File: src/rtl/tt_um_div_by_n_simeon_turner.sv
// Serial divisibility checker: tracks (bitstream value) mod divisor, MSB first,
// with synchronised edge-detected strobe/clear/load controls and a bit counter.
module tt_um_div_by_n_simeon_turner #(
  parameter int N_W         = 4,
  parameter int CNT_W       = 8,
  parameter int DIV_DEFAULT = 5
) (
  input  logic       clk,
  input  logic       rst_n,
  input  logic       ena,
  input  logic [7:0] ui_in,
  output logic [7:0] uo_out,
  input  logic [7:0] uio_in,
  output logic [7:0] uio_out,
  output logic [7:0] uio_oe
);

  typedef enum logic {RUN = 1'b0, ERR = 1'b1} state_t;

  state_t           state_q, state_d;
  logic [N_W-1:0]   div_q, div_d;
  logic [N_W-1:0]   rem_q, rem_d, rem_next;
  logic [CNT_W-1:0] cnt_q, cnt_d;

  logic [3:0] s1, s2, s3;
  logic [3:1] armed;
  logic [3:1] evt_q;
  logic       seen;

  logic [N_W:0] shifted, div_ext, diff;

  wire unused_ok = &{1'b0, ena, uio_in, ui_in[7:4]};

  // Controls arm only after a genuine low sample, so a line held high across
  // reset release cannot fire. The detected pulse is registered once more.
  always_ff @(posedge clk or negedge rst_n) begin
    if (!rst_n) begin
      s1    <= '0;
      s2    <= '0;
      s3    <= '0;
      seen  <= 1'b0;
      armed <= '0;
      evt_q <= '0;
    end else begin
      s1    <= ui_in[3:0];
      s2    <= s1;
      s3    <= s2;
      seen  <= 1'b1;
      if (seen) armed <= armed | ~s1[3:1];
      evt_q <= s2[3:1] & ~s3[3:1] & armed;
    end
  end

  always_ff @(posedge clk or negedge rst_n) begin
    if (!rst_n) begin
      state_q <= RUN;
      div_q   <= N_W'(DIV_DEFAULT);
      rem_q   <= '0;
      cnt_q   <= '0;
    end else begin
      state_q <= state_d;
      div_q   <= div_d;
      rem_q   <= rem_d;
      cnt_q   <= cnt_d;
    end
  end

  // rem < div, so 2*rem+bit < 2*div and one subtraction reduces it.
  always_comb begin
    shifted  = {rem_q, s3[0]};
    div_ext  = {1'b0, div_q};
    diff     = shifted - div_ext;
    rem_next = (shifted >= div_ext) ? diff[N_W-1:0] : shifted[N_W-1:0];
  end

  always_comb begin
    state_d = state_q;
    div_d   = div_q;
    rem_d   = rem_q;
    cnt_d   = cnt_q;
    if (evt_q[3]) begin
      div_d   = ui_in[N_W+3:4];
      rem_d   = '0;
      cnt_d   = '0;
      state_d = (ui_in[N_W+3:4] == '0) ? ERR : RUN;
    end else if (evt_q[2]) begin
      rem_d = '0;
      cnt_d = '0;
    end else if (evt_q[1] && state_q == RUN) begin
      rem_d = rem_next;
      if (!(&cnt_q)) cnt_d = cnt_q + 1'b1;
    end
  end

  always_comb begin
    uo_out           = '0;
    uo_out[N_W-1:0]  = rem_q;
    uo_out[4]        = (state_q == RUN) && (rem_q == '0) && (cnt_q != '0);
    uo_out[5]        = (state_q == RUN);
    uo_out[6]        = (state_q == ERR);
    uo_out[7]        = &cnt_q;
    uio_out          = '0;
    uio_out[CNT_W-1:0] = cnt_q;
  end

  assign uio_oe = 8'hFF;

endmodule

File: config.mk
export PLATFORM = sky130hd
export DESIGN_NAME = tt_um_div_by_n_simeon_turner
export DESIGN_NICKNAME = d
export VERILOG_FILES = /design/src/rtl/tt_um_div_by_n_simeon_turner.sv
export SDC_FILE = /design/constraint.sdc
export NUM_CORES = 1
export LEC_CHECK = 0
export ABC_AREA = 1
export BUFFER_PORTS_ARGS = -buffer_cell sky130_fd_sc_hd__buf_2
export CAP_MARGIN = 20
export CORE_AREA = 5 5 62 64
export CTS_CLUSTER_SIZE = 14
export DETAILED_ROUTE_END_ITERATION = 7
export DIE_AREA = 0 0 67 69
export PLACE_DENSITY = 0.89
export REMOVE_ABC_BUFFERS = 1
export SYNTH_ARGS = -nofsm -noshare
export SYNTH_HDL_FRONTEND = slang
export SYNTH_SLANG_ARGS = --single-unit
File: constraint.sdc
create_clock -name clk -period 3.57 [get_ports clk]
set_clock_uncertainty 0.1 [all_clocks]
set_input_delay 0.5355 -clock clk [delete_from_list [all_inputs] [get_ports clk]]
set_output_delay 0.5355 -clock clk [all_outputs]
set_load 0.03 [all_outputs]
-- Yosys cells after proc, flatten, opt, wreduce, memory -nomap -nowiden
Index checks and enable logic that the tools add are counted.
- add/subtract/negate cells: 2
- order comparisons: 1
- equal/unequal tests: 1
- multiplexer cells: 9
- bitwise operators: 6
- reductions and logical operators: 9
- operators with widths (cell ; number):
    $mux W8 ; 4
    $mux W4 ; 4
    $add A8 B1 Y8 const B ; 1
    $logic_not A4 Y1 ; 2
    $reduce_and A8 Y1 ; 1
    $reduce_bool A8 Y1 ; 1
    $and A3 B3 Y3 ; 2
    $not A3 Y3 ; 2
    $ge A5 B4 Y1 ; 1
    $sub A4 B4 Y4 ; 1
    $logic_and A1 B1 Y1 ; 3
    $ne A3 B1 Y1 const B ; 1
    $or A3 B3 Y3 ; 1
    $reduce_bool A3 Y1 ; 1
    $reduce_and A2 Y1 ; 1
    $mux W1 ; 1
    $not A1 Y1 ; 1
- register bits: 36
- input bits: 19
- output and inout port bits: 24
- logic and storage cells: 38

-- Longest topological paths before layout
Gate-level depths: netlist of run 1.
- depth in word-level cells: 5
- gate-level depth with buffers: 9

-- Worst setup path after synthesis of run 1
Ideal clock, no wire load.
- path type: register to output
- start point: register cnt_q[0], in the netlist uio_out[0]
- end point: output port uo_out[4]
- arrival time: 1.436 ns
- data required time: 2.934 ns
- setup slack: 1.499 ns
- stages on the path, launching flop included: 4
- path buffers: 0
- path through: dfrtp_1 > inv_1 > ha_1 > a31oi_1
- cells in the longest elaborated chain, start to end: 2
- RTL lines (item ; RTL line ; source):
    from (decl) ; 23 ; logic [CNT_W-1:0] cnt_q, cnt_d;
    from (signal assigned) ; 64 ; cnt_q <= cnt_d;
    $reduce_bool A8 Y1 ; 98 ; uo_out[4] = (state_q == RUN) && (rem_q == '0) && (cnt_q != '0);
    $logic_and A1 B1 Y1 ; 98 ;
    to (decl) ; 12 ; output logic [7:0] uo_out,
No other way between the ends.

-- Final worst setup path of run 1
- start point: register cnt_q[0], in the netlist uio_out[0]
- end point: output port uo_out[7]
- cells in the longest elaborated chain, start to end: 1
- RTL lines (item ; RTL line ; source):
    $reduce_and A8 Y1 ; 101 ; uo_out[7] = &cnt_q;
No other way between the ends.

==> results of run 1 <==
## area by class of cell
cell class	count	area, um2
fill	287	1323
clock buffer	8	68.82
multi-input combinational	123	668.1
inverter	23	86.33
tap	46	57.56
sequential	36	903.4
timing repair buffer	25	125.1
## critical path, cell delays in order (launching register included)
cell     delay (ns)
dfrtp_1        0.41
ha_1           0.20
nand2_2        0.09
nor2_4         0.11
nand2_2        0.11
inv_1          0.06
buf_2          0.18
## path summary, 6_finish.rpt
path                        endpoint  slack, ns  depth (start not counted)
setup / recovery           uo_out[7]       1.45                          6
setup reg to reg            rem_q[1]       1.77                          9
max in group asynchronous      s2[3]       2.70                          1
hold / removal              armed[1]       0.17                          1
min in group clk               s1[1]       0.21                          1
hold reg to reg                s3[0]       0.24                          0
## registers in the layout (all words and copies together), names as in the netlist
| name | count |
|---|---|
| uio_out | 8 |
| div_q | 4 |
| rem_q | 4 |
| s1 | 4 |
| s2 | 4 |
| s3 | 4 |
| armed | 3 |
| evt_q | 3 |
| seen | 1 |
| state_q | 1 |
## metal layers
| layer | wire length [um] | track usage | share of wire |
|---|---|---|---|
| met5 | 0 | 0 | 0 |
| met2 | 1400 | 0.2293 | 0.48 |
| met4 | 67 | 0.07207 | 0.023 |
| met1 | 1251 | 0.1619 | 0.43 |
| met3 | 192 | 0.06818 | 0.066 |
## Yosys cell counts (2+ instances only)
cell type  instances
a21oi_1            5
buf_4              9
dfrtp_1           34
dfstp_2            2
ha_1               6
inv_1             19
inv_2              4
nand2_1           41
nand2_2            3
nand2_4            2
nand3_1           11
nand4_1            6
nor2_1            16
nor2_4             2
o21ai_0            8
o21bai_1           3
xor2_1             2
## kinds of logic after synthesis
logic type      count (synthesis)  share of synthesized area
simple gates                   88                     0.2524
flops                          36                     0.5328
buf+inv                        32                    0.09077
compound gates                 17                    0.05535
fa+ha+maj                       7                    0.05609
xor+xnor                        2                    0.01033
other cells                     1                   0.002212
## power by group through the flow
stage | clock, mW | combinational, mW | sequential (mW)
2_1_floorplan | 0 | 0.135 | 0.480
3_3_place_gp | 0 | 0.200 | 0.462
3_5_place_dp | 0 | 0.207 | 0.464
4_1_cts | 0.252 | 0.207 | 0.455
5_1_grt | 0.274 | 0.232 | 0.460
6_report | 0.242 | 0.206 | 0.455
==> flow_metrics.py, run 1 <==
metrics = {
    "route": {
        "final_antenna_net_count": 0,
        "drt_iter0_drc": 114,
        "wl_per_cell_um": 11.15,
        "drcViolationCount": 0,
        "firstDrtPassIters": 4,
        "routed_via_density": 4.801,
        "vias": 1253,
        "wl_um": 2911,
    },
    "synthesis": {
        "synth_top_cell_by_area": "dfrtp_1",
        "yosysWarnings": 0,
        "ys_ff_latch": 36,
        "synthTopCellsByArea": "dfrtp_1, nand2_1, ha_1, inv_1, buf_4",
        "yosysSeqAreaShare": 0.5328,
        "synthArstFlopShare": 1.000,
        "netlist_area_mm2": 0.001695,
        "synth_cells": 183,
        "synth_top_cell_area_share": 0.5018,
        "syn_area_per_cell_um2": 9.264,
        "synth_top_flop_cell": "dfrtp_1",
        "synth_enable_flop_cells": 0,
        "post_synth_num_cell_types": 27,
    },
    "min_path": {
        "hold_class": "in -> async",
    },
    "clock_network": {
        "cts_tree": "built",
        "cts_sinks": 36,
        "cts_resized": 0,
        "clock-root-buffer": "clkbuf_4",
        "cts_buffer_depth": 2,
        "cts_hold_buf": 0,
        "cts_buffers": 5,
        "clk_pin_slew_ns": 0.11,
        "htreeDepth": 2,
        "clock_latency_ns": 0.32,
        "cts_setup_buffers": 0,
    },
    "layout": {
        "utilization": 0.5908,
        "drive_gt1_frac": 0.2233,
        "layout_commonest_cell": "nand2_1",
        "insertedDiodeCount": 0,
        "fin_area_mm2": 0.001909,
        "area_growth_pct": 12.62,
        "mostFrequentLayoutCells": "nand2_1, dfrtp_1, buf_2",
        "layoutNonFillerInstCount": 261,
        "fin_nets": 240,
    },
    "grt": {
        "track_usage": 0.1457,
        "gr-total-overflow": 0,
        "first_global_vias": 1240,
        "antenna_found_initial": 0,
        "grt_max_degree": 37,
        "grt_first_pass_wirelength_um": 5126,
    },
    "sta": {
        "tns_ns": 0,
        "setup_viol": 0,
        "fmax_mhz": 470.8,
        "finalMaxSlewViolations": 0,
        "hold_viol": 0,
        "max_slew_margin": 0.4884,
        "rsz0062_at_grt": "false",
        "hold_slack_ns": 0.1687,
        "worstMarginPinSlew_ns": 0.7675,
        "fin_ws_ns": 1.446,
        "fin_crit_ns": 2.124,
        "period_share": 0.5950,
    },
    "die": {
        "die_h_um": 69,
        "die_w_um": 67,
        "dieArea_mm2": 0.004623,
        "fp-row-count": 21,
        "initial_utilization": 0.5246,
        "core-area_mm2": 0.003232,
        "ios": 43,
    },
    "place": {
        "port_buffers": 25,
        "dpl_cell_area_mm2": 0.001841,
        "gp_congestion": 0.9110,
        "place_inst": 253,
        "dp_slack_ns": 1.794,
        "place_hpwl_um": 2207,
    },
    "power": {
        "p_clk_frac": 0.268,
        "design_power_total_mw": 0.9027,
        "vdd_ir_drop_max_v": 0.0003264,
        "power.density_mw_per_mm2": 472.8,
        "seq_power_share": 0.504,
        "power_frac_comb": 0.228,
        "internal-power_mw": 0.6177,
        "switching_share": 0.3158,
        "switchingPower_mw": 0.2851,
        "p_leak_nw": 0.9930,
    },
    "setup_path": {
        "critPathKind": "reg -> out",
        "r2r-start": "div_q[2]",
        "path_max_fanout": 6,
        "startpoint": "uio_out[0]",
        "worstPathRequired_ns": 2.93,
        "worst_setup_path_start_kind": "flop",
        "cp-end-kind": "primary output",
        "cp.arrival_ns": 1.49,
    },
    "outcome": {
        "outcome": "complete, no violations",
    },
    "job": {
        "drv_cap": 0,
    },
}
No activity file was read; power rests on OpenSTA's default activity.
==> inputs of run 2 (changes only) <==
--- a/config.mk
+++ b/config.mk
@@ -8,11 +8,11 @@
 export ABC_AREA = 1
 export BUFFER_PORTS_ARGS = -buffer_cell sky130_fd_sc_hd__buf_2
 export CAP_MARGIN = 20
-export CORE_AREA = 5 5 62 64
+export CORE_AREA = 5 5 67 69
 export CTS_CLUSTER_SIZE = 14
 export DETAILED_ROUTE_END_ITERATION = 7
-export DIE_AREA = 0 0 67 69
-export PLACE_DENSITY = 0.89
+export DIE_AREA = 0 0 72 74
+export PLACE_DENSITY = 0.81
 export REMOVE_ABC_BUFFERS = 1
 export SYNTH_ARGS = -nofsm -noshare
 export SYNTH_HDL_FRONTEND = slang
==> constraint.sdc (replaced) <==
create_clock -name clk -period 1.7 [get_ports clk]
set_clock_uncertainty 0.1 [all_clocks]
set_input_delay 0.255 -clock clk [delete_from_list [all_inputs] [get_ports clk]]
set_output_delay 0.255 -clock clk [all_outputs]
set_load 0.03 [all_outputs]
==> flow_metrics.py, run 2 (synthesized netlist as in run 1, its figures left out) <==
metrics = {
    "layout": {
        "fin_nets": 264,
        "nFillCells": 336,
        "layout_commonest_cell": "nand2_1",
        "drive_gt1_frac": 0.3640,
        "largest_reg_flops": 8,
        "insertedDiodeCount": 0,
        "layoutNonFillerInstCount": 289,
        "area_growth_pct": 34.47,
        "mostFrequentLayoutCells": "nand2_1, dfrtp_1, buf_2",
    },
    "setup_path": {
        "cpPeakStageDelay_ns": 0.44,
        "cp_slowest_cell": "dfrtp_2",
        "critical_path.top_delay_family": "flip-flops",
        "cp.arrival_ns": 1.38,
        "path_max_fanout": 4,
        "critPathKind": "reg -> out",
        "path_cells": "nor4_4, a31oi_4, buf_6",
        "worstPathRequired_ns": 1.34,
        "cp-end-kind": "primary output",
        "crit_buf_inv": 1,
        "worst_setup_path_start_kind": "flop",
        "reg2regPathDepth": 9,
        "crit_cells": 3,
    },
    "power": {
        "p_leak_nw": 1.161,
        "vdd_ir_drop_max_v": 0.0006793,
        "power.density_mw_per_mm2": 1011,
        "design_power_total_mw": 2.306,
    },
    "route": {
        "firstDrtPassIters": 4,
        "final_antenna_net_count": 0,
        "wl_um": 3573,
        "routed_via_density": 4.706,
        "drcViolationCount": 0,
        "vias": 1360,
        "drt_iter0_drc": 97,
        "wl_per_cell_um": 12.36,
    },
    "grt": {
        "antenna_found_initial": 0,
        "grt_first_pass_wirelength_um": 5561,
        "first_global_vias": 1287,
        "gr-total-overflow": 0,
        "grt_max_degree": 22,
        "track_usage": 0.1370,
    },
    "outcome": {
        "violations": "negative setup slack",
        "outcome": "complete, but fails checks",
    },
    "job": {
        "drv_cap": 0,
    },
    "die": {
        "die_h_um": 74,
        "initial_utilization": 0.4396,
        "dieArea_mm2": 0.005328,
        "ios": 43,
        "fp-row-count": 23,
        "die_w_um": 72,
        "core-area_mm2": 0.003856,
    },
    "sta": {
        "fin_crit_ns": 1.732,
        "fmax_mhz": 577.5,
        "rsz0062_at_grt": "true",
        "finalMaxSlewViolations": 0,
        "fin_ws_ns": -0.03154,
        "hold_viol": 0,
        "period_share": 1.019,
        "setup_viol": 1,
        "hold_slack_ns": 0.07456,
    },
    "place": {
        "place_inst": 262,
        "dp_slack_ns": -0.08417,
        "place_hpwl_um": 2414,
        "gp_congestion": 0.8814,
        "port_buffers": 25,
    },
    "clock_network": {
        "cts_tree": "built",
        "htreeDepth": 2,
        "clock_latency_ns": 0.29,
        "cts_buffers": 5,
        "cts_sinks": 36,
        "cts_buffer_depth": 2,
        "clk_pin_slew_ns": 0.07,
        "clock-root-buffer": "clkbuf_8",
    },
    "min_path": {
        "hold_depth": 3,
        "hold_class": "in -> reg",
    },
}
## run 2: power by group
group          leakage [nW]  internal [mW]  total [mW]  switching, mW
Clock                0.0552          0.435       0.734          0.299
Combinational         0.673          0.254       0.610          0.356
Sequential            0.432          0.917       0.962         0.0445
Total                  1.16           1.61        2.31          0.700
## run 2: timing repair
item	4_1_cts	5_1_grt
hold buffers	5	0
buffers inserted	7	7
resized for setup	15	18
endpoints found under the setup margin	5	9
pin swaps	5	8
endpoints found under the hold margin	17	0
## run 2: metal layers
| metal | global-route usage | vias up | share of wire |
|---|---|---|---|
| met5 | 0 | - | 0 |
| met3 | 0.04054 | 5 | 0.047 |
| met4 | 0.05637 | 0 | 0.016 |
| met1 | 0.1516 | 649 | 0.39 |
| li1 | - | 673 | - |
| met2 | 0.2469 | 33 | 0.54 |
## run 2: worst paths after layout
path | from | endpoint | slack, ns
max reg2reg | div_q[2] | rem_q[2] | 0.09
min reg2reg | s2[0] | s3[0] | 0.25
max | uio_out[4] | uo_out[4] | -0.03
max in group asynchronous | rst_n | uio_out[0] | 0.75
min | ui_in[4] | div_q[0] | 0.07
min in group asynchronous | rst_n | s3[3] | 0.30
## run 2: stage by stage
step	util	area, um2	TNS [ns]
final	0.5912	2280	-0.03154
after detailed placement	0.4916	1896	-0.2504
after CTS	0.5613	2165	-0.01567
after global routing	0.5912	2280	-0.1145
after floorplan	-	1658	-0.1210
after global placement	0.4916	1896	-0.1054
## run 2: worst reg2reg max path, delay by kind of cell (launching register included)
kind	cells	cell delay (ns)
AND/OR/NAND/NOR	7	0.55
buffers and inverters	1	0.05
flip-flops	1	0.53
adder cells (fa/ha/maj)	1	0.29
## run 2: final cells by class
type	count	area, um2	share of cell area
multi-input combinational	123	764.5	0.3353
timing repair buffer	49	346.6	0.1520
clock inverter	2	35.03	0.01537
clock buffer	6	72.57	0.03183
sequential	36	909.6	0.3990
inverter	23	88.84	0.03897
tap	50	62.56	0.02744
